### src/rtl/ibex_pkg.sv
// Shared types for the EX-stage functional-unit sequencer.
package ibex_pkg;

    typedef enum logic [1:0] {
        EX_SEQ_IDLE,
        EX_SEQ_BUSY,
        EX_SEQ_HOLD
    } ex_seq_state_e;

    localparam int unsigned EX_SEQ_MAX_CYCLES = 64;

endpackage

### src/rtl/ibex_ex_imd_regs.sv
// Purpose: two shared intermediate-value registers, written only by the owning unit.
// Latency: writes land on the next clk_i edge; both registers may be written together.
// Backpressure: none; clear_i has priority over any write.
module ibex_ex_imd_regs #(
    parameter int unsigned NumFu    = 3,
    parameter int unsigned ImdWidth = 34,
    localparam int unsigned FuIdxW  = $clog2(NumFu)
) (
    input  logic                         clk_i,
    input  logic                         rst_ni,
    input  logic                         clear_i,
    input  logic                         wr_en_i,
    input  logic [FuIdxW-1:0]            owner_i,
    input  logic [2*NumFu-1:0]           we_i,
    input  logic [2*NumFu*ImdWidth-1:0]  d_i,
    output logic [2*ImdWidth-1:0]        imd_val_q_o
);

    logic [ImdWidth-1:0] imd0_q, imd0_d;
    logic [ImdWidth-1:0] imd1_q, imd1_d;

    always_comb begin
        imd0_d = imd0_q;
        imd1_d = imd1_q;
        if (clear_i) begin
            imd0_d = '0;
            imd1_d = '0;
        end else if (wr_en_i) begin
            // Non-owner enables are simply never selected.
            for (int unsigned i = 0; i < NumFu; i++) begin
                if (owner_i == FuIdxW'(i)) begin
                    if (we_i[2*i])   imd0_d = d_i[(2*i)*ImdWidth +: ImdWidth];
                    if (we_i[2*i+1]) imd1_d = d_i[(2*i+1)*ImdWidth +: ImdWidth];
                end
            end
        end
    end

    always_ff @(posedge clk_i) begin
        if (!rst_ni) begin
            imd0_q <= '0;
            imd1_q <= '0;
        end else begin
            imd0_q <= imd0_d;
            imd1_q <= imd1_d;
        end
    end

    assign imd_val_q_o = {imd1_q, imd0_q};

endmodule

### src/rtl/ibex_ex_fu_seq.sv
// Purpose: issues one op to one of NumFu units, watches it, returns a single result to ID.
// Latency: combinational units return in the issue cycle; others when their valid arrives.
// Backpressure: result stalls in HOLD until result_ready_i; no issue accepted outside IDLE.
module ibex_ex_fu_seq
    import ibex_pkg::*;
#(
    parameter int unsigned     NumFu      = 3,
    parameter int unsigned     DataWidth  = 32,
    parameter int unsigned     ImdWidth   = 34,
    parameter logic [NumFu-1:0] CombFuMask = NumFu'(1),
    parameter int unsigned     MaxCycles  = EX_SEQ_MAX_CYCLES,
    localparam int unsigned    FuIdxW     = $clog2(NumFu),
    localparam int unsigned    CntW       = $clog2(MaxCycles)
) (
    input  logic                         clk_i,
    input  logic                         rst_ni,
    input  logic                         issue_valid_i,
    output logic                         issue_ready_o,
    input  logic [FuIdxW-1:0]            issue_fu_i,
    input  logic                         kill_i,
    output logic [NumFu-1:0]             fu_start_o,
    output logic [NumFu-1:0]             fu_sel_o,
    output logic [NumFu-1:0]             fu_kill_o,
    input  logic [NumFu-1:0]             fu_valid_i,
    input  logic [NumFu*DataWidth-1:0]   fu_result_i,
    input  logic [2*NumFu-1:0]           fu_imd_we_i,
    input  logic [2*NumFu*ImdWidth-1:0]  fu_imd_d_i,
    output logic [2*ImdWidth-1:0]        imd_val_q_o,
    output logic [DataWidth-1:0]         result_o,
    output logic                         result_valid_o,
    input  logic                         result_ready_i,
    output logic                         timeout_o,
    output logic                         err_o
);

    ex_seq_state_e       state_q, state_d;
    logic [FuIdxW-1:0]   owner_q, owner_d;
    logic [CntW-1:0]     cnt_q, cnt_d;
    logic [DataWidth-1:0] res_q, res_d;
    logic                init_q;

    logic                active;
    logic [NumFu-1:0]    issue_oh, owner_oh;
    logic [DataWidth-1:0] issue_res, owner_res;
    logic                owner_vld, foreign_vld, expire;

    // The cycle after reset is kept quiet as well as the reset cycle itself.
    assign active = rst_ni & init_q;

    always_comb begin
        issue_res = '0;
        owner_res = '0;
        for (int unsigned i = 0; i < NumFu; i++) begin
            issue_oh[i] = (issue_fu_i == FuIdxW'(i));
            owner_oh[i] = (owner_q == FuIdxW'(i));
            if (issue_oh[i]) issue_res |= fu_result_i[i*DataWidth +: DataWidth];
            if (owner_oh[i]) owner_res |= fu_result_i[i*DataWidth +: DataWidth];
        end
    end

    assign owner_vld   = |(fu_valid_i & owner_oh);
    assign foreign_vld = |(fu_valid_i & ~owner_oh);
    // Expire when the incremented count would reach MaxCycles-1.
    assign expire      = (cnt_q == CntW'(MaxCycles - 2));

    always_comb begin
        state_d        = state_q;
        owner_d        = owner_q;
        cnt_d          = cnt_q;
        res_d          = res_q;
        issue_ready_o  = 1'b0;
        fu_start_o     = '0;
        fu_sel_o       = '0;
        fu_kill_o      = '0;
        result_o       = res_q;
        result_valid_o = 1'b0;
        timeout_o      = 1'b0;
        err_o          = 1'b0;

        if (active) begin
            unique case (state_q)
                EX_SEQ_IDLE: begin
                    issue_ready_o = ~kill_i;
                    if (issue_valid_i && !kill_i) begin
                        if (!(|issue_oh)) begin
                            err_o = 1'b1;
                        end else if (|(issue_oh & CombFuMask)) begin
                            result_o       = issue_res;
                            result_valid_o = 1'b1;
                            if (!result_ready_i) begin
                                res_d   = issue_res;
                                state_d = EX_SEQ_HOLD;
                            end
                        end else begin
                            fu_start_o = issue_oh;
                            owner_d    = issue_fu_i;
                            cnt_d      = '0;
                            state_d    = EX_SEQ_BUSY;
                        end
                    end
                end
                EX_SEQ_BUSY: begin
                    fu_sel_o = owner_oh;
                    cnt_d    = cnt_q + 1'b1;
                    err_o    = foreign_vld;
                    if (owner_vld) begin
                        result_o       = owner_res;
                        result_valid_o = 1'b1;
                        if (result_ready_i) begin
                            state_d = EX_SEQ_IDLE;
                        end else begin
                            res_d   = owner_res;
                            state_d = EX_SEQ_HOLD;
                        end
                    end else if (expire) begin
                        timeout_o = 1'b1;
                        fu_kill_o = owner_oh;
                        state_d   = EX_SEQ_IDLE;
                    end
                end
                EX_SEQ_HOLD: begin
                    result_valid_o = 1'b1;
                    if (result_ready_i) state_d = EX_SEQ_IDLE;
                end
                default: state_d = EX_SEQ_IDLE;
            endcase

            if (kill_i) begin
                state_d        = EX_SEQ_IDLE;
                result_valid_o = 1'b0;
                fu_start_o     = '0;
                timeout_o      = 1'b0;
                fu_kill_o      = (state_q == EX_SEQ_BUSY) ? owner_oh : '0;
            end
        end
    end

    always_ff @(posedge clk_i) begin
        if (!rst_ni) begin
            state_q <= EX_SEQ_IDLE;
            owner_q <= '0;
            cnt_q   <= '0;
            res_q   <= '0;
            init_q  <= 1'b0;
        end else begin
            state_q <= state_d;
            owner_q <= owner_d;
            cnt_q   <= cnt_d;
            res_q   <= res_d;
            init_q  <= 1'b1;
        end
    end

    ibex_ex_imd_regs #(
        .NumFu    (NumFu),
        .ImdWidth (ImdWidth)
    ) u_imd_regs (
        .clk_i       (clk_i),
        .rst_ni      (rst_ni),
        .clear_i     (kill_i),
        .wr_en_i     (active && (state_q == EX_SEQ_BUSY) && !kill_i),
        .owner_i     (owner_q),
        .we_i        (fu_imd_we_i),
        .d_i         (fu_imd_d_i),
        .imd_val_q_o (imd_val_q_o)
    );

endmodule

### config.mk
export PLATFORM = sky130hd
export DESIGN_NAME = ibex_ex_fu_seq
export DESIGN_NICKNAME = d
export VERILOG_FILES = /design/src/rtl/ibex_pkg.sv /design/src/rtl/ibex_ex_imd_regs.sv /design/src/rtl/ibex_ex_fu_seq.sv
export SDC_FILE = /design/constraint.sdc
export NUM_CORES = 1
export LEC_CHECK = 0
export CAP_MARGIN = 20
export CORE_AREA = 2 2 167 169
export CTS_CLUSTER_DIAMETER = 80
export DETAILED_ROUTE_END_ITERATION = 7
export DIE_AREA = 0 0 169 171
export PLACE_DENSITY = 0.68
export SLEW_MARGIN = 10
export SYNTH_ARGS = -nofsm -noshare
export SYNTH_HDL_FRONTEND = slang
export SYNTH_HIERARCHICAL = 1
export SYNTH_SLANG_ARGS = --single-unit
### constraint.sdc
create_clock -name clk_i -period 5.41 [get_ports clk_i]
set_input_delay 0.8115 -clock clk_i [delete_from_list [all_inputs] [get_ports clk_i]]
set_output_delay 0.8115 -clock clk_i [all_outputs]
set_load 0.005 [all_outputs]
==> impl_metrics.csv, run 1 <==
group,metric,value,unit
clocking,postCtsSetupRepairBufs,0,
run_status,status,"finished clean",
drt,wl_met1,16300,um
clocking,worstSkewPairLatency,0.36,ns
worst_setup_path,crit_path_top_delay_cell,"buf_2",
finish,area.growth.synth_to_final,48.3,%
drt,drt-pass1-iter-count,6,
drt,ant_nets,0,
place,hpwl,27500,um
worst_setup_path,cp.depth,7,
sta,slew_headroom,26.0,%
clocking,post_cts_resized,0,
synth,syn-num-nets,1480,
global_route,grt_max_degree,81,
clocking,numCtsBuffers,9,
finish,multi_input_area,0.00602,mm^2
pwr,leakage,4.74,nW
die,ios,429,
synth,syn_inst,1162,
sta,fmax,235,MHz
sta,post-route-period-util,78.7,%
synth,ys_ff_latch,111,
worst_setup_path,crit_fanout,47,
sta,hold_viol,0,
worst_setup_path,startpoint_type,"input pin",
die,dieHeight,171,um
sta,fin_skew,0.0127,ns
worst_setup_path,arrival,3.44,ns
die,row_count,61,
worst_setup_path,max_stage_delay,0.67,ns
synth,synth_top_area_share,24.3,%
sta,fin_crit,4.26,ns
global_route,antenna_found_initial,5,
synth,synth_area,0.00913,mm^2
drt,top_layer,"met5",
worst_setup_path,worstRegToRegCells,7,
drt,wl,40300,um
worst_setup_path,reg2reg_setup_slack,2.03,ns
worst_setup_path,setup.worst_path.start,"rst_ni",
place,portBuffers,427,
worst_setup_path,r2r_end,"u_imd_regs/imd0_q[32]",
worst_setup_path,path_buf_inv,3,
drt,drt-wirelength-per-cell,22.0,um
die,die_area,0.0289,mm^2
global_route,gr-usage-all-layers,26.2,%
pwr,vdd_drop_max,0.135,mV
finish,drive_above_1_share,3.71,%
sta,whs,0.476,ns
synth,yosysTopAreaCell,"dfxtp_1",
worst_setup_path,crit_chain,"buf_2, nand2_4, or2_4, a211o_1, buf_16, a221o_1, clkdlybuf4s50_1",
global_route,grt_pass1_wl,60000,um
finish,final_cell_mix,"clkdlybuf4s50_1, dfxtp_1, nand2_1",
sta,setup_tns,0,ns
worst_setup_path,endpoint,"result_o[4]",
finish,fillCellCount,2638,
worst_setup_path,critPathKind,"input pin to output port",
clocking,root_buffer,"clkbuf_16",
die,start_util,33.4,%
worst_setup_path,cp.required,4.60,ns
worst_hold_path,holdCritPathClass,"flop to flop",
drt,drc_errors,0,
finish,regArea,0.00223,mm^2
drt,dr_wl_met3,3920,um
synth,ys_warn_count,6,
clocking,clk_pin_slew,0.08,ns
drt,wl_met2,18800,um
worst_setup_path,crit_family,"buffers and inverters",
finish,layout_commonest_cell,"clkdlybuf4s50_1",
place,place.gp.congestion,0.879,
pwr,p_per_area,158,mW/mm^2
drt,drt-vias-per-instance,5.96,
global_route,grt_pass1_vias,10300,
sta,setup_viol,0,
finish,nNetsFinal,1796,
drt,drt_iter0_markers,886,
sta,rsz0062_at_grt,"no",
clocking,h-tree-depth,3,
clocking,clock-sinks,111,
clocking,cts_max_path_buffers,2,
die,core,0.0273,mm^2
synth,synth_edf_count,0,
clocking,hold_buffers,0,
global_route,grt_overflow,0,
synth,synth_ff_type,"dfxtp_1",
synth,async_flop_share,0,%
clocking,cts_tree,"built",
sta,tightest_slew,1.11,ns
drt,vias,10900,
flow_run,maxCapViolCount,0,
synth,ys_types,57,
synth,synth_area_per_cell,7.86,um^2
worst_setup_path,critPathCaptureType,"output port",
synth,ys_seq_area_share,24.3,%
synth,synth.area.top_cells,"dfxtp_1, mux2i_1, o221ai_1, nor3b_1, o31ai_1",
die,die_x,169,um
sta,slew_violations,0,
worst_setup_path,rr_startpoint,"owner_q[1]",
==> power breakdown <==
part	total [mW]	internal (mW)	switching, mW
logic	0.606	0.350	0.256
registers	0.832	0.822	0.00993
clock network	0.699	0.360	0.339
==> worst reg2reg max path, delay by kind of cell, from the launching register on <==
family / cells / cell delay [ns]
compound gates: 2 / 0.18
buf+inv: 3 / 1.52
flops: 1 / 0.65
simple gates: 2 / 0.90
==> flip-flops by register name (all words and copies together) (netlist names) <==
register	flops
cnt_q	6
state_q	2
owner_q	2
u_imd_regs/imd0_q	34
res_q	32
init_q	1
u_imd_regs/imd1_q	34
==> per-layer routing <==
metal | global-route usage [%] | vias to the layer above
li1 | - | 5117
met5 | 0 | -
met2 | 43.5 | 585
met3 | 6.08 | 74
met1 | 32.6 | 5131
met4 | 11.4 | 4
==> worst min path at each step <==
stage	slack, ns	from	cells past startpoint	to
after CTS	0.48	res_q[14]	2	res_q[14]
final	0.48	res_q[14]	2	res_q[14]
after global routing	0.49	res_q[21]	2	res_q[21]
after floorplan	0.44	res_q[0]	2	res_q[0]
after global placement	0.46	cnt_q[5]	2	cnt_q[5]
after detailed placement	0.46	res_q[14]	2	res_q[14]
==> cell families (layout without fill, tap and decap cells) <==
group	count (synthesis)	in the layout	share of synthesized area, %
buf+inv	181	501	9.99
mux	102	102	11.2
xor+xnor	1	1	0.0959
flops	111	111	24.3
simple gates	330	330	19.3
other cells	1	5	0.0411
fa+ha+maj	2	2	0.274
compound gates	434	434	34.8
==> layout make-up <==
| class | instances | area share (%) |
|---|---|---|
| multi-input cells | 870 | 44.5 |
| well taps | 346 | 3.20 |
| clock inverters | 5 | 0.425 |
| diodes | 4 | 0.0739 |
| inverters | 40 | 1.11 |
| repair buffers | 446 | 32.6 |
| clock buffers | 10 | 1.69 |
| flip-flops and latches | 111 | 16.4 |
==> Yosys cell counts, types with 3 or more instances <==
cell type and count:
mux2i_1 100, o21ai_1 3, inv_1 39, buf_4 22, or4_1 4, nand3_1 5
o211ai_1 6, a221o_1 32, nor3_1 4, a21oi_1 10, or3_1 3, buf_1 7
o31ai_1 70, dfxtp_1 111, o221ai_1 100, and2_1 4, nor4_1 4, a31oi_1 69
buf_2 41, nand2_1 106, buf_6 13, o21ai_0 95, nor3b_1 101, nand2b_1 6
nor2_1 76, o2bb2ai_1 32, a21boi_0 4, clkbuf_1 57
==> stage by stage <==
stage,instance area [um^2],total power [mW],utilization (%),std cells,worst slack (ns)
after floorplan,9130,1.13,-,1162,2.52
after global placement,13200,1.44,48.4,1812,1.03
after detailed placement,13200,1.45,48.4,1812,0.957
after CTS,13500,2.16,49.4,1827,0.921
after global routing,13500,2.23,49.6,1832,1.04
final,13500,2.14,49.6,1832,1.15
No activity file was read; power rests on OpenSTA's default activity.
==> inputs of run 2 (changes only) <==
Settings changed: CORE_AREA 2 2 167 169 to 2 2 168 170, DIE_AREA 0 0 169 171 to 0 0 170 172, PLACE_DENSITY 0.68 to 0.7.
Clock period 5.41 ns to 3.8 ns, I/O delays scaled along.
==> run 2 against run 1 <==
  * Count of clock-buffer cells in the layout is the same
  * Register-to-register slack got worse by 0.86 ns
  * Critical path depth shrank 1
  * Via count up 0.84%
  * Power increased by 43%
  * Final area grew 0.69%
  * Die area rose by 1.2%
  * Setup slack worse by 0.91 ns
  * Clock power rose by 44%
  * Worst hold slack worse by 0.0075 ns
  * Global-route usage shrank 0.25 points
  * Critical path type unchanged
  * Largest power group unchanged
==> impl_metrics.csv, run 2 (synthesized netlist as in run 1, its figures left out) <==
group,metric,value,unit
die,dieHeight,172,um
sta,tightest_slew,1.12,ns
die,core,0.0275,mm^2
place,place.gp.congestion,0.897,
sta,setup_viol,0,
place,place_area,0.0133,mm^2
worst_setup_path,arrival,2.99,ns
pwr,power,3.06,mW
sta,rsz0062_at_grt,"no",
global_route,grt_max_degree,137,
worst_setup_path,crit_chain,"clkdlybuf4s50_1, nor4b_2, and3b_1, buf_4, a221o_1, clkdlybuf4s50_1",
flow_run,maxCapViolCount,0,
die,row_count,61,
drt,drt_iter0_markers,998,
finish,final_cell_mix,"clkdlybuf4s50_1, dfxtp_1, nand2_1",
place,dp_slack,0.293,ns
drt,drt-vias-per-instance,5.97,
worst_hold_path,min_from,"res_q[14]",
die,die_x,170,um
finish,drive_above_1_share,4.16,%
finish,layout_commonest_cell,"clkdlybuf4s50_1",
drt,wl,40100,um
die,start_util,33.2,%
clocking,postCtsSetupRepairBufs,0,
finish,final_area,0.0136,mm^2
global_route,grt_overflow,0,
sta,slew_violations,0,
drt,vias,11000,
pwr,vdd_drop_max,0.229,mV
die,ios,429,
worst_setup_path,critPathKind,"input pin to output port",
sta,fin_crit,3.56,ns
clocking,numCtsBuffers,9,
drt,drc_errors,0,
sta,setup_tns,0,ns
clocking,cts_tree,"built",
global_route,antenna_found_initial,7,
clocking,clock-sinks,111,
drt,ant_nets,0,
worst_setup_path,timing.critical_path.mode_cell,"clkdlybuf4s50_1",
sta,hold_viol,0,
sta,slew_headroom,25.0,%
worst_setup_path,critPathCaptureType,"output port",
global_route,gr-usage-all-layers,26.0,%
run_status,status,"finished clean",
worst_hold_path,holdPathStages,2,
finish,area.growth.synth_to_final,49.3,%
sta,fin_skew,0.0154,ns
worst_setup_path,reg2reg_setup_slack,1.17,ns
clocking,worstSkewPairLatency,0.36,ns
worst_setup_path,startpoint_type,"input pin",
worst_setup_path,path_buf_inv,3,
worst_setup_path,max_stage_delay,0.51,ns
place,portBuffers,427,
clocking,h-tree-depth,3,
worst_setup_path,rr_startpoint,"owner_q[0]",
clocking,cts_max_path_buffers,2,
sta,worst_slack,0.239,ns
worst_setup_path,crit_fanout,18,
pwr,leakage,4.77,nW
global_route,grt_pass1_vias,10500,
finish,top_regs,"u_imd_regs/imd0_q (34), u_imd_regs/imd1_q (34), res_q (32)",
drt,drt-pass1-iter-count,6,
die,die_area,0.0292,mm^2
clocking,root_buffer,"clkbuf_16",
worst_setup_path,crit_path_top_delay_cell,"clkdlybuf4s50_1",
sta,whs,0.468,ns
pwr,p_per_area,225,mW/mm^2
worst_hold_path,hold_path_end,"res_q[14]",
clocking,post_cts_resized,0,
worst_hold_path,holdCritPathClass,"flop to flop",
sta,fmax,281,MHz
clocking,hold_buffers,0,
worst_setup_path,crit_family,"buffers and inverters",
clocking,clk_pin_slew,0.08,ns
sta,post-route-period-util,93.7,%
worst_setup_path,worstRegToRegCells,5,
global_route,grt_pass1_wl,60700,um
place,hpwl,27900,um
finish,fillCellCount,2627,
drt,drt-wirelength-per-cell,21.8,um
worst_setup_path,cp.required,3.23,ns
worst_setup_path,r2r_end,"res_q[22]",
finish,nNetsFinal,1802,
[run 2: final cells by class]
cell class	instances	area, um^2	share of cell area, %
clock inverter	6	68.8	0.505
multi-input combinational	870	6020	44.1
tap	346	433	3.17
timing repair buffer	452	4490	32.9
antenna	7	17.5	0.128
clock buffer	10	229	1.68
sequential	111	2230	16.3
inverter	40	150	1.10
[run 2: worst max path at each step]
stage / start / end / slack (ns) / cells after the start
3_3_place_gp: issue_valid_i / result_o[26] / 0.31 / 6
5_1_grt: issue_valid_i / result_o[26] / 0.15 / 6
6_report: kill_i / result_o[26] / 0.24 / 6
3_5_place_dp: kill_i / result_o[26] / 0.29 / 6
2_1_floorplan: rst_ni / u_imd_regs/imd0_q[0] / 1.32 / 10
4_1_cts: kill_i / result_o[26] / 0.27 / 6
[run 2: stage by stage]
stage                     instances  util, %
final                          1842     49.6
after global placement         1819     48.5
after detailed placement       1819     48.5
after CTS                      1835     49.6
after global routing           1839     49.6
after floorplan                1162        -
[run 2: tightest hold or removal path, cell delays in order (launching register included)]
cell and delay [ns]:
dfxtp_1 0.32, nand2_1 0.05, mux2i_1 0.05
[run 2: metal layers]
metal	wire length (um)	up-vias	track usage, %
met4	1390	2	9.96
met3	3830	75	7.07
met1	16300	5213	32.2
li1	-	5124	-
met5	9	-	0
met2	18600	589	43.1
[run 2: power by group]
group / switching (mW) / internal, mW / total, mW / leakage [nW]
clock network: 0.488 / 0.518 / 1.01 / 0.143
logic: 0.368 / 0.505 / 0.873 / 3.73
registers: 0.0132 / 1.17 / 1.18 / 0.896
